### config.mk
export PLATFORM = sky130hd
export DESIGN_NAME = alu_seq
export DESIGN_NICKNAME = d
export VERILOG_FILES = /design/src/rtl/alu_seq.sv
export SDC_FILE = /design/constraint.sdc
export NUM_CORES = 1
export LEC_CHECK = 0
export ABC_AREA = 1
export BUFFER_PORTS_ARGS = -buffer_cell sky130_fd_sc_hd__buf_2
export CORE_MARGIN = 5
export CORE_UTILIZATION = 40
export DETAILED_ROUTE_END_ITERATION = 6
export PLACE_DENSITY_LB_ADDON = 0.3
export SLEW_MARGIN = 40
export SYNTH_ARGS = -nofsm -noshare
export SYNTH_HDL_FRONTEND = slang
export SYNTH_SLANG_ARGS = --single-unit
### constraint.sdc
create_clock -name i_clock -period 1.5 [get_ports i_clock]
set_clock_uncertainty 0.05 [all_clocks]
set_input_delay 0.075 -clock i_clock [delete_from_list [all_inputs] [get_ports i_clock]]
set_output_delay 0.075 -clock i_clock [all_outputs]
set_load 0.05 [all_outputs]
### src/rtl/alu_seq.sv
// alu_seq: registered, valid/ready handshaked ALU with status flags,
// invalid-op detection and an iterative one-bit-per-cycle shifter.
//
// Ports:
//   i_clock, i_reset        clock (rising edge), async active-high reset
//   i_valid / o_ready       upstream handshake (A, B, opcode)
//   i_data_a, i_data_b      operands (B is the unsigned shift amount)
//   i_op                    opcode
//   o_valid / i_ready       downstream handshake (result and flags)
//   o_result                result
//   o_zero, o_negative      result == 0, result MSB
//   o_carry, o_overflow     carry/borrow/last bit out, signed overflow
//   o_error                 opcode not recognised
module alu_seq #(
  parameter int NB_DATA      = 8,
  parameter int NB_OPERATION = 6,
  parameter int NB_COUNT     = 4
) (
  input  logic                    i_clock,
  input  logic                    i_reset,
  input  logic                    i_valid,
  output logic                    o_ready,
  input  logic [NB_DATA-1:0]      i_data_a,
  input  logic [NB_DATA-1:0]      i_data_b,
  input  logic [NB_OPERATION-1:0] i_op,
  output logic                    o_valid,
  input  logic                    i_ready,
  output logic [NB_DATA-1:0]      o_result,
  output logic                    o_zero,
  output logic                    o_negative,
  output logic                    o_carry,
  output logic                    o_overflow,
  output logic                    o_error
);

  localparam int MSB = NB_DATA - 1;

  localparam logic [NB_OPERATION-1:0] OP_ADD = NB_OPERATION'(6'b100000);
  localparam logic [NB_OPERATION-1:0] OP_SUB = NB_OPERATION'(6'b100010);
  localparam logic [NB_OPERATION-1:0] OP_AND = NB_OPERATION'(6'b100100);
  localparam logic [NB_OPERATION-1:0] OP_OR  = NB_OPERATION'(6'b100101);
  localparam logic [NB_OPERATION-1:0] OP_XOR = NB_OPERATION'(6'b100110);
  localparam logic [NB_OPERATION-1:0] OP_NOR = NB_OPERATION'(6'b100111);
  localparam logic [NB_OPERATION-1:0] OP_SRA = NB_OPERATION'(6'b000011);
  localparam logic [NB_OPERATION-1:0] OP_SRL = NB_OPERATION'(6'b000010);
  localparam logic [NB_OPERATION-1:0] OP_SLL = NB_OPERATION'(6'b000000);

  localparam logic [NB_DATA-1:0]  W_LIM = NB_DATA'(NB_DATA);
  localparam logic [NB_COUNT-1:0] CNT_1 = NB_COUNT'(1);

  typedef enum logic [1:0] {
    IDLE,
    SHIFT,
    HOLD
  } state_t;

  typedef enum logic [1:0] {
    SH_SRA,
    SH_SRL,
    SH_SLL
  } shkind_t;

  state_t  state, state_n;
  shkind_t kind, kind_n;

  logic [NB_DATA-1:0]  work, work_n;
  logic [NB_COUNT-1:0] cnt;
  logic                out_n;

  logic [NB_DATA:0]    sum, diff;
  logic [NB_DATA-1:0]  res_n;
  logic                c_n, v_n, e_n, iter;
  logic                b_zero, b_big;

  logic accept, load_hold, load_shift, step, finish;

  assign o_ready = ~i_reset &
                   ((state == IDLE) | ((state == HOLD) & i_ready));
  assign accept  = i_valid & o_ready;
  assign o_valid = (state == HOLD);

  assign sum    = {1'b0, i_data_a} + {1'b0, i_data_b};
  assign diff   = {1'b0, i_data_a} - {1'b0, i_data_b};
  assign b_zero = (i_data_b == '0);
  assign b_big  = (i_data_b >= W_LIM);

  // Single-cycle result, or a request to start the iterative shifter.
  always_comb begin
    res_n  = '0;
    c_n    = 1'b0;
    v_n    = 1'b0;
    e_n    = 1'b0;
    iter   = 1'b0;
    kind_n = SH_SRL;
    unique case (i_op)
      OP_ADD: begin
        res_n = sum[MSB:0];
        c_n   = sum[NB_DATA];
        v_n   = (i_data_a[MSB] == i_data_b[MSB]) &
                (sum[MSB] != i_data_a[MSB]);
      end
      OP_SUB: begin
        res_n = diff[MSB:0];
        c_n   = diff[NB_DATA];
        v_n   = (i_data_a[MSB] != i_data_b[MSB]) &
                (diff[MSB] != i_data_a[MSB]);
      end
      OP_AND: res_n = i_data_a & i_data_b;
      OP_OR:  res_n = i_data_a | i_data_b;
      OP_XOR: res_n = i_data_a ^ i_data_b;
      OP_NOR: res_n = ~(i_data_a | i_data_b);
      OP_SRA: begin
        kind_n = SH_SRA;
        if (b_zero)     res_n = i_data_a;
        else if (b_big) res_n = {NB_DATA{i_data_a[MSB]}};
        else            iter  = 1'b1;
      end
      OP_SRL: begin
        kind_n = SH_SRL;
        if (b_zero)     res_n = i_data_a;
        else if (b_big) res_n = '0;
        else            iter  = 1'b1;
      end
      OP_SLL: begin
        kind_n = SH_SLL;
        if (b_zero)     res_n = i_data_a;
        else if (b_big) res_n = '0;
        else            iter  = 1'b1;
      end
      default: begin
        res_n = '1;
        e_n   = 1'b1;
      end
    endcase
  end

  // One-bit shift step of the working register.
  always_comb begin
    work_n = {1'b0, work[MSB:1]};
    out_n  = work[0];
    unique case (kind)
      SH_SRA: begin
        work_n = {work[MSB], work[MSB:1]};
        out_n  = work[0];
      end
      SH_SLL: begin
        work_n = {work[MSB-1:0], 1'b0};
        out_n  = work[MSB];
      end
      default: begin
        work_n = {1'b0, work[MSB:1]};
        out_n  = work[0];
      end
    endcase
  end

  always_ff @(posedge i_clock or posedge i_reset) begin
    if (i_reset) state <= IDLE;
    else         state <= state_n;
  end

  always_comb begin
    state_n    = state;
    load_hold  = 1'b0;
    load_shift = 1'b0;
    step       = 1'b0;
    finish     = 1'b0;
    unique case (state)
      IDLE: begin
        if (accept) begin
          if (iter) begin
            state_n    = SHIFT;
            load_shift = 1'b1;
          end else begin
            state_n   = HOLD;
            load_hold = 1'b1;
          end
        end
      end
      SHIFT: begin
        step = 1'b1;
        if (cnt == CNT_1) begin
          state_n = HOLD;
          finish  = 1'b1;
        end
      end
      HOLD: begin
        if (accept) begin
          if (iter) begin
            state_n    = SHIFT;
            load_shift = 1'b1;
          end else begin
            state_n   = HOLD;
            load_hold = 1'b1;
          end
        end else if (i_ready) begin
          state_n = IDLE;
        end
      end
      default: state_n = IDLE;
    endcase
  end

  // Result and flags only change on a transfer into HOLD.
  always_ff @(posedge i_clock or posedge i_reset) begin
    if (i_reset) begin
      work       <= '0;
      cnt        <= '0;
      kind       <= SH_SRL;
      o_result   <= '0;
      o_zero     <= 1'b0;
      o_negative <= 1'b0;
      o_carry    <= 1'b0;
      o_overflow <= 1'b0;
      o_error    <= 1'b0;
    end else if (load_hold) begin
      o_result   <= res_n;
      o_zero     <= (res_n == '0);
      o_negative <= res_n[MSB];
      o_carry    <= c_n;
      o_overflow <= v_n;
      o_error    <= e_n;
    end else if (load_shift) begin
      work <= i_data_a;
      cnt  <= NB_COUNT'(i_data_b);
      kind <= kind_n;
    end else if (step) begin
      work <= work_n;
      cnt  <= cnt - CNT_1;
      if (finish) begin
        o_result   <= work_n;
        o_zero     <= (work_n == '0);
        o_negative <= work_n[MSB];
        o_carry    <= out_n;
        o_overflow <= 1'b0;
        o_error    <= 1'b0;
      end
    end
  end

endmodule

==> impl_metrics.json, run 1 <==
{
  "antenna_left": 0,
  "ir_drop_mv": 0.361,
  "worstPathMaxFanout": 11,
  "fin_ws_ns": -0.288,
  "die_h_um": 98.5,
  "diodes": 0,
  "critPathLaunch": "kind[0]",
  "finalSetupViolCount": 25,
  "area_delta_synth_final_pct": 58.8,
  "num-nets-final": 710,
  "cts_max_level": 1,
  "synth.mux.area_fraction_pct": 0,
  "port_buffers": 40,
  "ctsRootBufferMaster": "clkbuf_8",
  "status": "complete, but fails checks",
  "syn_nets": 539,
  "stdcell_area_mm2": 0.00498,
  "clkTransAtPathRegs_ns": 0.10,
  "grt_pass1_wl_mm": 18.0,
  "die_w_um": 98.5,
  "netlist_area_mm2": 0.00314,
  "grt_max_degree": 29,
  "power.leakage_nw": 2.49,
  "cts_buffers": 3,
  "drt_iter0_markers": 206,
  "grt.overflow.total": 0,
  "grt_antenna_before_repair": 0,
  "rr_startpoint": "kind[0]",
  "place.gp.congestion": 1.01,
  "via_per_inst": 5.16,
  "clk_latency_ns": 0.28,
  "max_freq_ghz": 0.559,
  "synth-compound-area-share_pct": 12.8,
  "synth_warnings": 0,
  "pre_cts_slack_ns": -0.547,
  "crit_type": "reg -> reg",
  "powerDensity_mw_per_mm2": 754,
  "slew_headroom_pct": 75.3,
  "yosys.area_share.xor_xnor_pct": 0.559,
  "synth_top_family_by_area": "simple AND/OR/NAND/NOR gates",
  "initial_core_util_pct": 40.8,
  "cts_tree": "built",
  "wire_per_inst_um": 15.3,
  "final_cells": 757,
  "drc": 0,
  "worstPathArrival_ns": 1.96,
  "drive_above_1_share_pct": 42.9,
  "maxCapViolations": 0,
  "place_area_mm2": 0.00443,
  "rsz0062_at_grt": "true",
  "post-dp-hpwl_mm": 8.91,
  "wirelength_mm": 11.6,
  "synth-simple-area-share_pct": 42.3,
  "yosysUniqueCellTypes": 35,
  "core_mm2": 0.00769,
  "syn_inst": 485,
  "io_pins": 41,
  "period_share_pct": 119,
  "finalSetupTns_ns": -1.43,
  "finalHoldViolCount": 0,
  "die-area_mm2": 0.00971,
  "synth_top_area_cell": "dfrtp_1",
  "syn_area_per_cell_um2": 6.46,
  "layout_commonest_cell": "nand2_1",
  "grt_pass1_vias": 3828,
  "synth_top_area_share_pct": 21.5,
  "start_kind": "flip-flop",
  "tightest_slew_ns": 0.366,
  "worstPathRequired_ns": 1.67,
  "yosysSeqAreaShare_pct": 22.4,
  "clock_sinks": 28,
  "synthFlopType": "dfrtp_1",
  "async_reset_ff_share_pct": 100,
  "min-delay-start": "i_ready",
  "synth_edf_count": 0,
  "cp-end-kind": "flip-flop",
  "violations": "setup timing",
  "layout_common_cells": "nand2_1 (134), buf_4 (122), inv_1 (55)",
  "period_needed_ns": 1.79,
  "cts.path.max_buffers": 2,
  "hold_path.class": "in -> reg",
  "grt.total_usage_pct": 22.7,
  "vias": 3909,
  "synth_fa_ha_area_share_pct": 11.7,
  "drt_pass1_iterations": 5,
  "synth-seq-cells": 28,
  "dp.cells": 739,
  "rows": 32,
  "drv_slew": 0,
  "synth_area_leaders": "dfrtp_1 (22%), nand2_1 (17%), ha_1 (10%)"
}
## per-layer routing
metal	global-route usage, %	vias to the layer above	part of all wire [%]
met5	0	-	0
met4	10.5	0	4.9
met3	2.83	44	4.7
met2	40.5	120	50
met1	27.1	1818	41
li1	-	1927	-
## cell type report
class	instances	area [um2]
Fill cell	680	2710
Multi-Input combinational cell	378	2480
Timing Repair Buffer	173	1300
Sequential cell	28	702
Inverter	72	302
Tap cell	102	128
Clock buffer	3	41.3
Clock inverter	1	30.0
## kinds of logic after synthesis
family	Yosys count
AO/OA/AOI/OAI	63
XOR/XNOR	2
adder cells (fa/ha/maj)	28
buffers and inverters	81
flip-flops	28
AND/OR/NAND/NOR	283
## worst max-delay path: stages, from the launching register on
cell     delay [ns]
dfstp_2        0.54
nor2_1         0.05
buf_6          0.13
buf_4          0.14
o21ai_2        0.14
nand4_1        0.13
nor4_2         0.26
nand2_1        0.11
nand2_1        0.07
nand2_1        0.05
nand2_1        0.06
## worst paths after layout
path | depth (start not counted) | end | slack (ns)
worst min-delay path | 4 | state[1] | 0.04
worst max register to register | 10 | o_zero | -0.29
worst min register to register | 1 | o_overflow | 0.44
min in group asynchronous | 4 | o_result[0] | 0.38
max in group asynchronous | 4 | kind[0] | 0.70
worst max-delay path | 10 | o_zero | -0.29
## registers in the layout, indices dropped and copies added (netlist names)
signal,flops
cnt,4
kind,2
o_carry,1
o_error,1
o_overflow,1
o_result,8
o_zero,1
state,2
work,8
## through the flow
| stage | util (%) | total power [mW] | hold WS [ns] |
|---|---|---|---|
| 5_1_grt | 64.8 | 4.00 | 0.0670 |
| 4_1_cts | 62.6 | 3.67 | 0.0395 |
| 6_report | 64.8 | 3.75 | 0.0414 |
| 3_5_place_dp | 57.6 | 2.89 | 0.146 |
| 2_1_floorplan | - | 2.14 | 0.0897 |
| 3_3_place_gp | 57.6 | 2.84 | 0.135 |
## what timing repair did
action,CTS,global route
endpoints found under the hold margin,27,0
resized for setup,68,40
hold buffers,1,0
cloned,0,2
endpoints found under the setup margin,13,16
setup buffers,5,8
pin swaps,17,20
## cell usage after synthesis (3+ instances only)
master / n
nand4_1: 10
dfrtp_1: 27
a21oi_1: 13
nor2_1: 37
nand2_2: 3
o21ai_1: 3
inv_1: 66
inv_2: 5
ha_1: 26
nand2_1: 140
nor2_4: 6
nand3_1: 59
o21ai_0: 23
o221ai_1: 12
o211ai_1: 6
nor2_2: 15
buf_2: 5
buf_4: 3
nand3b_1: 4
## power by group
group	total (mW)	leakage, nW	switching (mW)	internal (mW)
clock	0.596	0.0357	0.238	0.358
sequential	1.06	0.344	0.117	0.946
combinational	2.10	2.11	1.22	0.879
total	3.75	2.49	1.57	2.18
(Power assumes the default switching activity.)
==> run 2, diff against run 1 <==
--- a/config.mk
+++ b/config.mk
@@ -10,7 +10,6 @@
 export CORE_MARGIN = 5
 export CORE_UTILIZATION = 40
 export DETAILED_ROUTE_END_ITERATION = 6
-export PLACE_DENSITY_LB_ADDON = 0.3
 export SLEW_MARGIN = 40
 export SYNTH_ARGS = -nofsm -noshare
 export SYNTH_HDL_FRONTEND = slang
==> run 2 against run 1 <==
- the flow still finishes with violations (setup timing)
- largest power group unchanged
- non-clock buffer count up 2
- die area did not move
- sequential cell count unchanged
- combinational power fell by 2%
- clock power increased by 2%
- power barely moved
- hold slack improved by 0.0038 ns
- via count is 1.6% lower
==> impl_metrics.json, run 2 (synthesized netlist as in run 1, its figures left out) <==
{
  "ctsRootBufferMaster": "clkbuf_8",
  "period_needed_ns": 1.62,
  "grt_pass1_wl_mm": 19.1,
  "drt_pass1_iterations": 4,
  "reg_top3": "o_result: 8 flops, work: 8 flops, cnt: 4 flops",
  "maxCapViolations": 0,
  "port_buffers": 40,
  "die_h_um": 98.5,
  "cts_max_level": 1,
  "worstPathRequired_ns": 1.68,
  "cts.path.max_buffers": 2,
  "drv_slew": 0,
  "layout_common_cells": "buf_4 (122), nand2_1 (118), inv_1 (55)",
  "wire_per_inst_um": 15.8,
  "period_share_pct": 108,
  "grt_antenna_before_repair": 0,
  "place.gp.congestion": 0.939,
  "io_pins": 41,
  "rsz0062_at_grt": "true",
  "grt_max_degree": 29,
  "post-dp-hpwl_mm": 9.26,
  "antenna_left": 0,
  "powerDensity_mw_per_mm2": 738,
  "violations": "setup timing",
  "max_freq_ghz": 0.617,
  "grt_pass1_vias": 3887,
  "slew_headroom_pct": 75.0,
  "fin_util_pct": 66.1,
  "status": "complete, but fails checks",
  "cts_tree": "built",
  "die_w_um": 98.5,
  "power.leakage_nw": 2.51,
  "grt.total_usage_pct": 24.1,
  "finalHoldViolCount": 0,
  "ir_drop_mv": 0.417,
  "worstPathMaxFanout": 6,
  "tightest_slew_ns": 0.375,
  "initial_core_util_pct": 40.8,
  "drc": 0,
  "wirelength_mm": 11.9,
  "crit_type": "reg -> reg",
  "cp-end-kind": "flip-flop",
  "start_kind": "flip-flop",
  "via_per_inst": 5.08,
  "die-area_mm2": 0.00971,
  "grt.overflow.total": 0,
  "vias": 3848,
  "worstPathArrival_ns": 1.80,
  "cts_buffers": 3,
  "num-nets-final": 711,
  "hold_path.class": "in -> reg",
  "drive_above_1_share_pct": 47.3,
  "diodes": 0,
  "layout_commonest_cell": "buf_4",
  "finalSetupViolCount": 16,
  "final_cells": 758,
  "core_mm2": 0.00769,
  "area_delta_synth_final_pct": 62.2,
  "clock_sinks": 28,
  "fin_ws_ns": -0.120,
  "p_total_mw": 3.75,
  "clkTransAtPathRegs_ns": 0.10,
  "drt_iter0_markers": 172,
  "clk_latency_ns": 0.28,
  "rows": 32,
  "dp.cells": 745,
  "finalSetupTns_ns": -0.984
}
-- run 2: changes by cell type in the layout (fill, tap and decap cells not counted), sizes merged --
cell and change:
buf +2, inv +2, clkinv -1, clkinvlp -1, nor2 -1
-- run 2: cell type report --
type,count,area [um2]
multi-input combinational,377,2600
clock inverter,1,30.0
inverter,72,283
sequential,28,702
fill,692,2600
tap,102,128
clock buffer,3,41.3
timing repair buffer,175,1310
-- run 2: power by group --
group	total [mW]	internal (mW)	switching [mW]
Clock	0.605	0.358	0.247
Sequential	1.09	0.946	0.146
Combinational	2.06	0.862	1.19
-- run 2: per-layer routing --
metal	global-route usage, %	vias up	share of wire (%)	routed length [um]
met3	1.56	30	4.4	525
met1	31.3	1782	42	5070
li1	-	1932	-	-
met2	42.5	104	50	5990
met4	8.09	0	3.0	359
met5	0	-	0	0
-- run 2: path summary, 6_finish.rpt --
path | start | to | slack [ns] | cells after the start
min in group asynchronous | i_reset | state[0] | 0.39 | 4
worst min register to register | o_overflow | o_overflow | 0.46 | 1
worst max-delay path | kind[0] | o_zero | -0.12 | 9
worst max register to register | kind[0] | o_zero | -0.12 | 9
max in group asynchronous | i_reset | kind[0] | 0.69 | 4
worst min-delay path | i_ready | state[1] | 0.05 | 4
-- run 2: repair_timing --
item,4_1_cts,5_1_grt
endpoints found under the setup margin,12,26
hold buffers,1,0
pin swaps,4,34
hold endpoints to repair,27,0
resized for setup,60,76
gates cloned,2,2
setup buffers,3,3
-- run 2: metrics by stage --
stage | area [um2] | setup WS [ns] | hold WS, ns
finish | 5080 | -0.120 | 0.0452
global route | 5080 | -0.221 | 0.0791
CTS | 4830 | -0.101 | 0.0360
detailed placement | 4480 | -0.582 | 0.145
global placement | 4480 | -0.556 | 0.138
floorplan | 3240 | -0.432 | 0.0897
-- run 2: worst max-delay path: stages, from the launching register on --
cell and delay [ns]:
dfstp_2 0.57, nor2_4 0.05, buf_6 0.13, o21ai_1 0.19, nand4_1 0.16, nor4_2 0.17, nand2_1 0.09, nand2_1 0.07
nand2_1 0.04, nand2_1 0.04
